`src/rtl/mips_pkg.sv`:
```
// Shared MIPS decode definitions: opcodes, ALU op codes,
// the ID-stage control bundle and the IF/ID latch layout.
package mips_pkg;

    localparam logic [5:0] OP_RTYPE = 6'h00;
    localparam logic [5:0] OP_J     = 6'h02;
    localparam logic [5:0] OP_BEQ   = 6'h04;
    localparam logic [5:0] OP_BNE   = 6'h05;
    localparam logic [5:0] OP_ADDI  = 6'h08;
    localparam logic [5:0] OP_SLTI  = 6'h0A;
    localparam logic [5:0] OP_ANDI  = 6'h0C;
    localparam logic [5:0] OP_ORI   = 6'h0D;
    localparam logic [5:0] OP_LUI   = 6'h0F;
    localparam logic [5:0] OP_LW    = 6'h23;
    localparam logic [5:0] OP_SW    = 6'h2B;

    localparam logic [2:0] ALU_ADD   = 3'b000;
    localparam logic [2:0] ALU_SUB   = 3'b001;
    localparam logic [2:0] ALU_FUNCT = 3'b010;
    localparam logic [2:0] ALU_AND   = 3'b011;
    localparam logic [2:0] ALU_OR    = 3'b100;
    localparam logic [2:0] ALU_SLT   = 3'b101;
    localparam logic [2:0] ALU_LUI   = 3'b110;

    localparam logic [31:0] NOP_INSTR = 32'h0000_0000;

    typedef struct packed {
        logic       reg_dst;
        logic       alu_src;
        logic       mem_to_reg;
        logic       reg_write;
        logic       mem_read;
        logic       mem_write;
        logic [2:0] alu_op;
    } ctrl_t;

    localparam ctrl_t CTRL_NOP = '0;

    typedef struct packed {
        logic [31:0] instr;
        logic [31:0] pc_plus4;
        logic        valid;
    } if_id_t;

endpackage

```
`src/rtl/id_stage_regfile.sv`:
```
// Register file with r0 hardwired to zero and a write-through
// bypass so a same-cycle write-back is visible to decode.
module id_stage_regfile #(
    parameter int NREG = 32,
    parameter int XLEN = 32
) (
    input  logic            clk,
    input  logic            rst_n,
    input  logic            we,
    input  logic [4:0]      waddr,
    input  logic [XLEN-1:0] wdata,
    input  logic [4:0]      raddr_a,
    input  logic [4:0]      raddr_b,
    output logic [XLEN-1:0] rdata_a,
    output logic [XLEN-1:0] rdata_b
);

    logic [XLEN-1:0] regs [NREG];
    logic            wr_en;

    assign wr_en = we && (waddr != 5'd0);

    // Synchronous clear; write-back ignored while in reset.
    always_ff @(posedge clk) begin
        if (!rst_n) begin
            for (int i = 0; i < NREG; i++) begin
                regs[i] <= '0;
            end
        end else if (wr_en) begin
            regs[waddr] <= wdata;
        end
    end

    // Port A read: r0 is zero, else bypass, else array.
    always_comb begin
        rdata_a = regs[raddr_a];
        if (wr_en && waddr == raddr_a) begin
            rdata_a = wdata;
        end
        if (raddr_a == 5'd0) begin
            rdata_a = '0;
        end
    end

    // Port B read: same rules as port A.
    always_comb begin
        rdata_b = regs[raddr_b];
        if (wr_en && waddr == raddr_b) begin
            rdata_b = wdata;
        end
        if (raddr_b == 5'd0) begin
            rdata_b = '0;
        end
    end

endmodule

```
`src/rtl/id_stage.sv`:
```
// MIPS decode stage: IF/ID latch, register read, control decode,
// immediate extension, early branch resolution, hazard stalls.
module id_stage
    import mips_pkg::*;
#(
    parameter int NREG = 32,
    parameter int XLEN = 32
) (
    input  logic            clk,
    input  logic            rst_n,
    input  logic [31:0]     if_instr,
    input  logic [XLEN-1:0] if_pc_plus4,
    input  logic            wb_we,
    input  logic [4:0]      wb_addr,
    input  logic [XLEN-1:0] wb_data,
    input  logic            ex_reg_write,
    input  logic            ex_mem_read,
    input  logic [4:0]      ex_dest,
    input  logic            mem_mem_read,
    input  logic [4:0]      mem_dest,
    output logic [XLEN-1:0] rs_data,
    output logic [XLEN-1:0] rt_data,
    output logic [XLEN-1:0] imm_ext,
    output logic [4:0]      rs,
    output logic [4:0]      rt,
    output logic [4:0]      rd,
    output logic [4:0]      shamt,
    output logic [5:0]      funct,
    output logic            reg_dst,
    output logic            alu_src,
    output logic            mem_to_reg,
    output logic            reg_write,
    output logic            mem_read,
    output logic            mem_write,
    output logic [2:0]      alu_op,
    output logic            stall,
    output logic            pc_src,
    output logic [XLEN-1:0] pc_target,
    output logic            flush_if
);

    if_id_t     ifid;
    ctrl_t      dec;
    ctrl_t      ctrl;
    logic [5:0] opcode;
    logic       is_br;
    logic       is_j;
    logic       rt_src;
    logic       zext;
    logic       load_use;
    logic       br_dep;
    logic       br_load;
    logic       taken;
    logic       jump;

    // IF/ID latch: reset, then stall hold, then flush, then load.
    always_ff @(posedge clk) begin
        if (!rst_n) begin
            ifid <= '{instr: NOP_INSTR, pc_plus4: '0, valid: 1'b0};
        end else if (stall) begin
            ifid <= ifid;
        end else if (flush_if) begin
            ifid <= '{instr: NOP_INSTR, pc_plus4: if_pc_plus4,
                      valid: 1'b0};
        end else begin
            ifid <= '{instr: if_instr, pc_plus4: if_pc_plus4,
                      valid: 1'b1};
        end
    end

    assign opcode = ifid.instr[31:26];
    assign rs     = ifid.instr[25:21];
    assign rt     = ifid.instr[20:16];
    assign rd     = ifid.instr[15:11];
    assign shamt  = ifid.instr[10:6];
    assign funct  = ifid.instr[5:0];

    id_stage_regfile #(
        .NREG(NREG),
        .XLEN(XLEN)
    ) u_rf (
        .clk    (clk),
        .rst_n  (rst_n),
        .we     (wb_we),
        .waddr  (wb_addr),
        .wdata  (wb_data),
        .raddr_a(rs),
        .raddr_b(rt),
        .rdata_a(rs_data),
        .rdata_b(rt_data)
    );

    // Main control decode by opcode; unknown opcodes act as NOP.
    always_comb begin
        dec    = CTRL_NOP;
        is_br  = 1'b0;
        is_j   = 1'b0;
        rt_src = 1'b0;
        zext   = 1'b0;
        unique case (opcode)
            OP_RTYPE: begin
                dec.reg_dst   = 1'b1;
                dec.reg_write = 1'b1;
                dec.alu_op    = ALU_FUNCT;
                rt_src        = 1'b1;
            end
            OP_LW: begin
                dec.alu_src    = 1'b1;
                dec.mem_to_reg = 1'b1;
                dec.reg_write  = 1'b1;
                dec.mem_read   = 1'b1;
                dec.alu_op     = ALU_ADD;
            end
            OP_SW: begin
                dec.alu_src   = 1'b1;
                dec.mem_write = 1'b1;
                dec.alu_op    = ALU_ADD;
                rt_src        = 1'b1;
            end
            OP_ADDI, OP_SLTI, OP_LUI: begin
                dec.alu_src   = 1'b1;
                dec.reg_write = 1'b1;
                dec.alu_op    = (opcode == OP_ADDI) ? ALU_ADD
                              : (opcode == OP_SLTI) ? ALU_SLT
                              : ALU_LUI;
            end
            OP_ANDI, OP_ORI: begin
                dec.alu_src   = 1'b1;
                dec.reg_write = 1'b1;
                dec.alu_op    = (opcode == OP_ANDI) ? ALU_AND : ALU_OR;
                zext          = 1'b1;
            end
            OP_BEQ, OP_BNE: begin
                dec.alu_op = ALU_SUB;
                is_br      = 1'b1;
                rt_src     = 1'b1;
            end
            OP_J: begin
                is_j = 1'b1;
            end
            default: begin
                dec = CTRL_NOP;
            end
        endcase
    end

    assign imm_ext = zext ? {{(XLEN-16){1'b0}}, ifid.instr[15:0]}
                          : {{(XLEN-16){ifid.instr[15]}}, ifid.instr[15:0]};

    assign load_use = ex_mem_read && ex_dest != 5'd0
                   && (ex_dest == rs || (rt_src && ex_dest == rt));
    assign br_dep   = is_br && ex_reg_write && ex_dest != 5'd0
                   && (ex_dest == rs || ex_dest == rt);
    assign br_load  = is_br && mem_mem_read && mem_dest != 5'd0
                   && (mem_dest == rs || mem_dest == rt);
    assign stall    = ifid.valid && (load_use || br_dep || br_load);

    assign ctrl = (ifid.valid && !stall) ? dec : CTRL_NOP;

    assign reg_dst    = ctrl.reg_dst;
    assign alu_src    = ctrl.alu_src;
    assign mem_to_reg = ctrl.mem_to_reg;
    assign reg_write  = ctrl.reg_write;
    assign mem_read   = ctrl.mem_read;
    assign mem_write  = ctrl.mem_write;
    assign alu_op     = ctrl.alu_op;

    assign taken = ifid.valid && !stall
                && ((opcode == OP_BEQ && rs_data == rt_data)
                 || (opcode == OP_BNE && rs_data != rt_data));
    assign jump  = ifid.valid && !stall && is_j;

    assign pc_src    = taken || jump;
    assign flush_if  = taken || jump;
    assign pc_target = is_j
        ? {ifid.pc_plus4[XLEN-1:28], ifid.instr[25:0], 2'b00}
        : ifid.pc_plus4 + {imm_ext[XLEN-3:0], 2'b00};

endmodule

```
`config.mk`:
```
export PLATFORM = sky130hd
export DESIGN_NAME = id_stage
export DESIGN_NICKNAME = d
export VERILOG_FILES = /design/src/rtl/mips_pkg.sv /design/src/rtl/id_stage_regfile.sv /design/src/rtl/id_stage.sv
export SDC_FILE = /design/constraint.sdc
export NUM_CORES = 2
export LEC_CHECK = 0
export BUFFER_PORTS_ARGS = -buffer_cell sky130_fd_sc_hd__buf_2
export CORE_ASPECT_RATIO = 2
export CORE_UTILIZATION = 45
export DETAILED_ROUTE_END_ITERATION = 10
export PLACE_DENSITY = 0.59
export SLEW_MARGIN = 40
export SYNTH_ARGS = -nofsm -noshare
export SYNTH_HDL_FRONTEND = slang
export SYNTH_SLANG_ARGS = --single-unit
export TNS_END_PERCENT = 1
```
`constraint.sdc`:
```
create_clock -name clk -period 6.61 [get_ports clk]
set_input_delay 1.322 -clock clk [delete_from_list [all_inputs] [get_ports clk]]
set_output_delay 1.322 -clock clk [all_outputs]
set_load 0.1 [all_outputs]
```
==> impl_metrics.ini <==
[global_route]
grt_max_degree = 59
grt.overflow.total = 0
grt.total_usage_pct = 35.3
grt_pass1_vias = 44400
grt_pass1_wl_mm = 339
antenna_found_initial = 20

[min_path]
holdCritPathClass = reg -> reg

[floorplanning]
core_sq_um = 136000
dieWidth_um = 264
die_area_sq_um = 138000
die_y_um = 525
num_rows = 191
initial_core_util_pct = 45.4
ios = 283

[final_layout]
final_common_cell = edfxtp_1
nNetsFinal = 4987
final_cell_mix = 1,024 x edfxtp_1, 974 x and2_1, 458 x mux4_2, 301 x buf_4, 279 x buf_2
synthToLayoutAreaGrowth_pct = 15.3
final_layout_size_suffix_gt1_share_pct = 29.7
fillers = 11300
fin_cells = 6676

[routing]
drc = 0
drt_iter0_drc = 5783
via_count = 44600
wl_mm = 248
first_pass_iters = 5
ant_nets = 0
avgViaCountPerCell = 6.68
wl_per_cell_um = 37.1

[critical_path]
cp_slowest_stage_delay_ns = 0.58
worstSetupEndpointType = output port
crit_arrival_ns = 5.22
cp_max_fo = 54
crit_chain = buf_12, mux4_2, a22oi_1, a21oi_1, o21ai_0, a21oi_2, xnor2_1, nand4_1, or3_1, nor4_2, buf_4, xnor2_1, o21ai_4, nor2b_4, buf_12
crit_end = flush_if
r2r_cells = 15
start_kind = register
path_class = reg -> out
rrSetupSlack_ns = 1.65
worstPathRequired_ns = 5.29
r2r-end = rt[0]$_SDFFE_PN0N_
slowest_stage = dfxtp_4

[sta]
hold_viol_final = 0
finalSetupViolCount = 0
tns_ns = 0
finalClockSkew_ns = 0.0302
max_slew_margin_pct = 35.6
max_freq_ghz = 0.153
period_needed_ns = 6.54
finalCritPeriodShare_pct = 99.0
slew_viol_final = 0
worst_slew_pin_slew_ns = 0.939

[synthesis]
synth-edff-count = 1024
synth_flop_cell = edfxtp_1
synth_seq_cells = 1099
synth_xor_area_share_pct = 1.15
async_reset_ff_share_pct = 0
syn_area_sq_um = 61600
synthMuxAreaShare_pct = 20.6
synth_simple_gate_area_share_pct = 14.2
synth_cell_types = 80
synth_cells = 4565
yosys_warnings = 0
synthAdderAreaFrac_pct = 0.622
synth-compound-area-share_pct = 6.54
synth_area_per_cell_sq_um = 13.5
synth_top_family_by_area = multiplexers
synth-seq-area-share_pct = 52.4

[clock_tree]
clock_latency_ns = 0.75
clockBufferDepth = 3
clk_pin_slew_ns = 0.06
h-tree-depth = 3
numCtsBuffers = 102
cts_tree = yes
cts.root.buffer_cell = clkbuf_16
cts.sinks = 1099

[power_and_ir_drop]
p_per_area_nw_per_um2 = 289
finalPower_mw = 20.5
leakage_nw = 25.3
peakVddDrop_v = 0.000304

[placement]
dp_cells = 6439
portBuffers = 282
gp_congestion = 0.979
place_hpwl_mm = 166

[run]
cap_viol_max_count = 0

[status]
status = finished clean
## registers in the layout (all words and copies together) (netlist names), named ones only
register and flops:
funct 6, rs 5, rd 5, u_rf.regs 1024, rt 5, shamt 5
ifid 39
## report_power, final
part / internal, mW / switching [mW]
Sequential: 7.99 / 0.283
Combinational: 1.86 / 4.16
Clock: 3.37 / 2.83
Total: 13.2 / 7.27
## final cells by class
type / instances / area [sq um] / area share, %
Tap cell: 1737 / 2170 / 3.06
Clock inverter: 74 / 739 / 1.04
Timing Repair Buffer: 668 / 5400 / 7.60
Antenna cell: 14 / 35.0 / 0.0494
Inverter: 22 / 88.8 / 0.125
Multi-Input combinational cell: 2947 / 27600 / 38.9
Sequential cell: 1099 / 32300 / 45.5
Clock buffer: 115 / 2650 / 3.74
## metrics by stage
| step | hold slack, ns | instance area (sq um) | util (%) | setup WS [ns] |
|---|---|---|---|---|
| floorplan | 0.427 | 61800 | - | -0.655 |
| global placement | 0.440 | 66100 | 48.8 | 0.304 |
| detailed placement | 0.450 | 66800 | 49.3 | 0.324 |
| CTS | 0.458 | 70300 | 51.9 | 0.00751 |
| global route | 0.474 | 71000 | 52.4 | -0.00120 |
| finish | 0.455 | 71000 | 52.4 | 0.0667 |
## cells in the mapped netlist (all sizes together), types with 27 or more instances
cell type,n,area [sq um]
a21oi,121,606
a221oi,81,709
a22oi,63,473
a31oi,28,175
and2,976,6110
buf,195,1440
clkbuf,333,1250
dfxtp,75,1500
edfxtp,1024,30700
ha,29,363
mux2i,202,2020
mux4,472,10700
nand2,168,631
nand3,95,480
nor2,122,458
nor2b,27,169
nor3,59,295
o21ai,140,742
xnor2,35,307
xor2,46,403
## logic make-up (layout without fill, tap and decap cells)
logic type / count (synthesis) / after routing
compound gates: 593 / 593
xor+xnor: 81 / 81
other cells: 1 / 46
simple gates: 1537 / 1537
buf+inv: 550 / 879
flops: 1099 / 1099
fa+ha+maj: 30 / 30
mux: 674 / 674
## worst min-delay path by stage
stage / to / depth (start not counted) / from
after floorplan: ifid[1]$_SDFFE_PN0N_ / 2 / ifid[1]$_SDFFE_PN0N_
after global placement: ifid[2]$_SDFFE_PN0N_ / 2 / ifid[2]$_SDFFE_PN0N_
after detailed placement: ifid[22]$_SDFFE_PN0N_ / 2 / ifid[22]$_SDFFE_PN0N_
after CTS: ifid[28]$_SDFFE_PN0N_ / 2 / ifid[28]$_SDFFE_PN0N_
after global routing: ifid[7]$_SDFFE_PN0N_ / 2 / ifid[7]$_SDFFE_PN0N_
final: ifid[7]$_SDFFE_PN0N_ / 2 / ifid[7]$_SDFFE_PN0N_
## worst max-delay path: cells and delay by family (launching register included)
family / cells / cell delay, ns
AO/OA/AOI/OAI: 5 / 1.30
AND/OR/NAND/NOR: 4 / 0.91
buffers and inverters: 3 / 0.75
flip-flops: 1 / 0.58
multiplexers: 1 / 0.43
XOR/XNOR: 2 / 0.33
## layer usage
| layer | track usage [%] | wire length (um) | up-vias |
|---|---|---|---|
| li1 | - | - | 17900 |
| met1 | 39.7 | 81000 | 22800 |
| met2 | 59.2 | 121000 | 3107 |
| met3 | 7.90 | 25500 | 852 |
| met4 | 25.0 | 20100 | 18 |
| met5 | 0 | 152 | - |
## timing repair
item,CTS,global route
endpoints found under the setup margin,2,2
hold buffers,0,0
gates cloned,1,6
setup buffers,3,23
gates resized for setup,17,55
(Power assumes the default switching activity.)
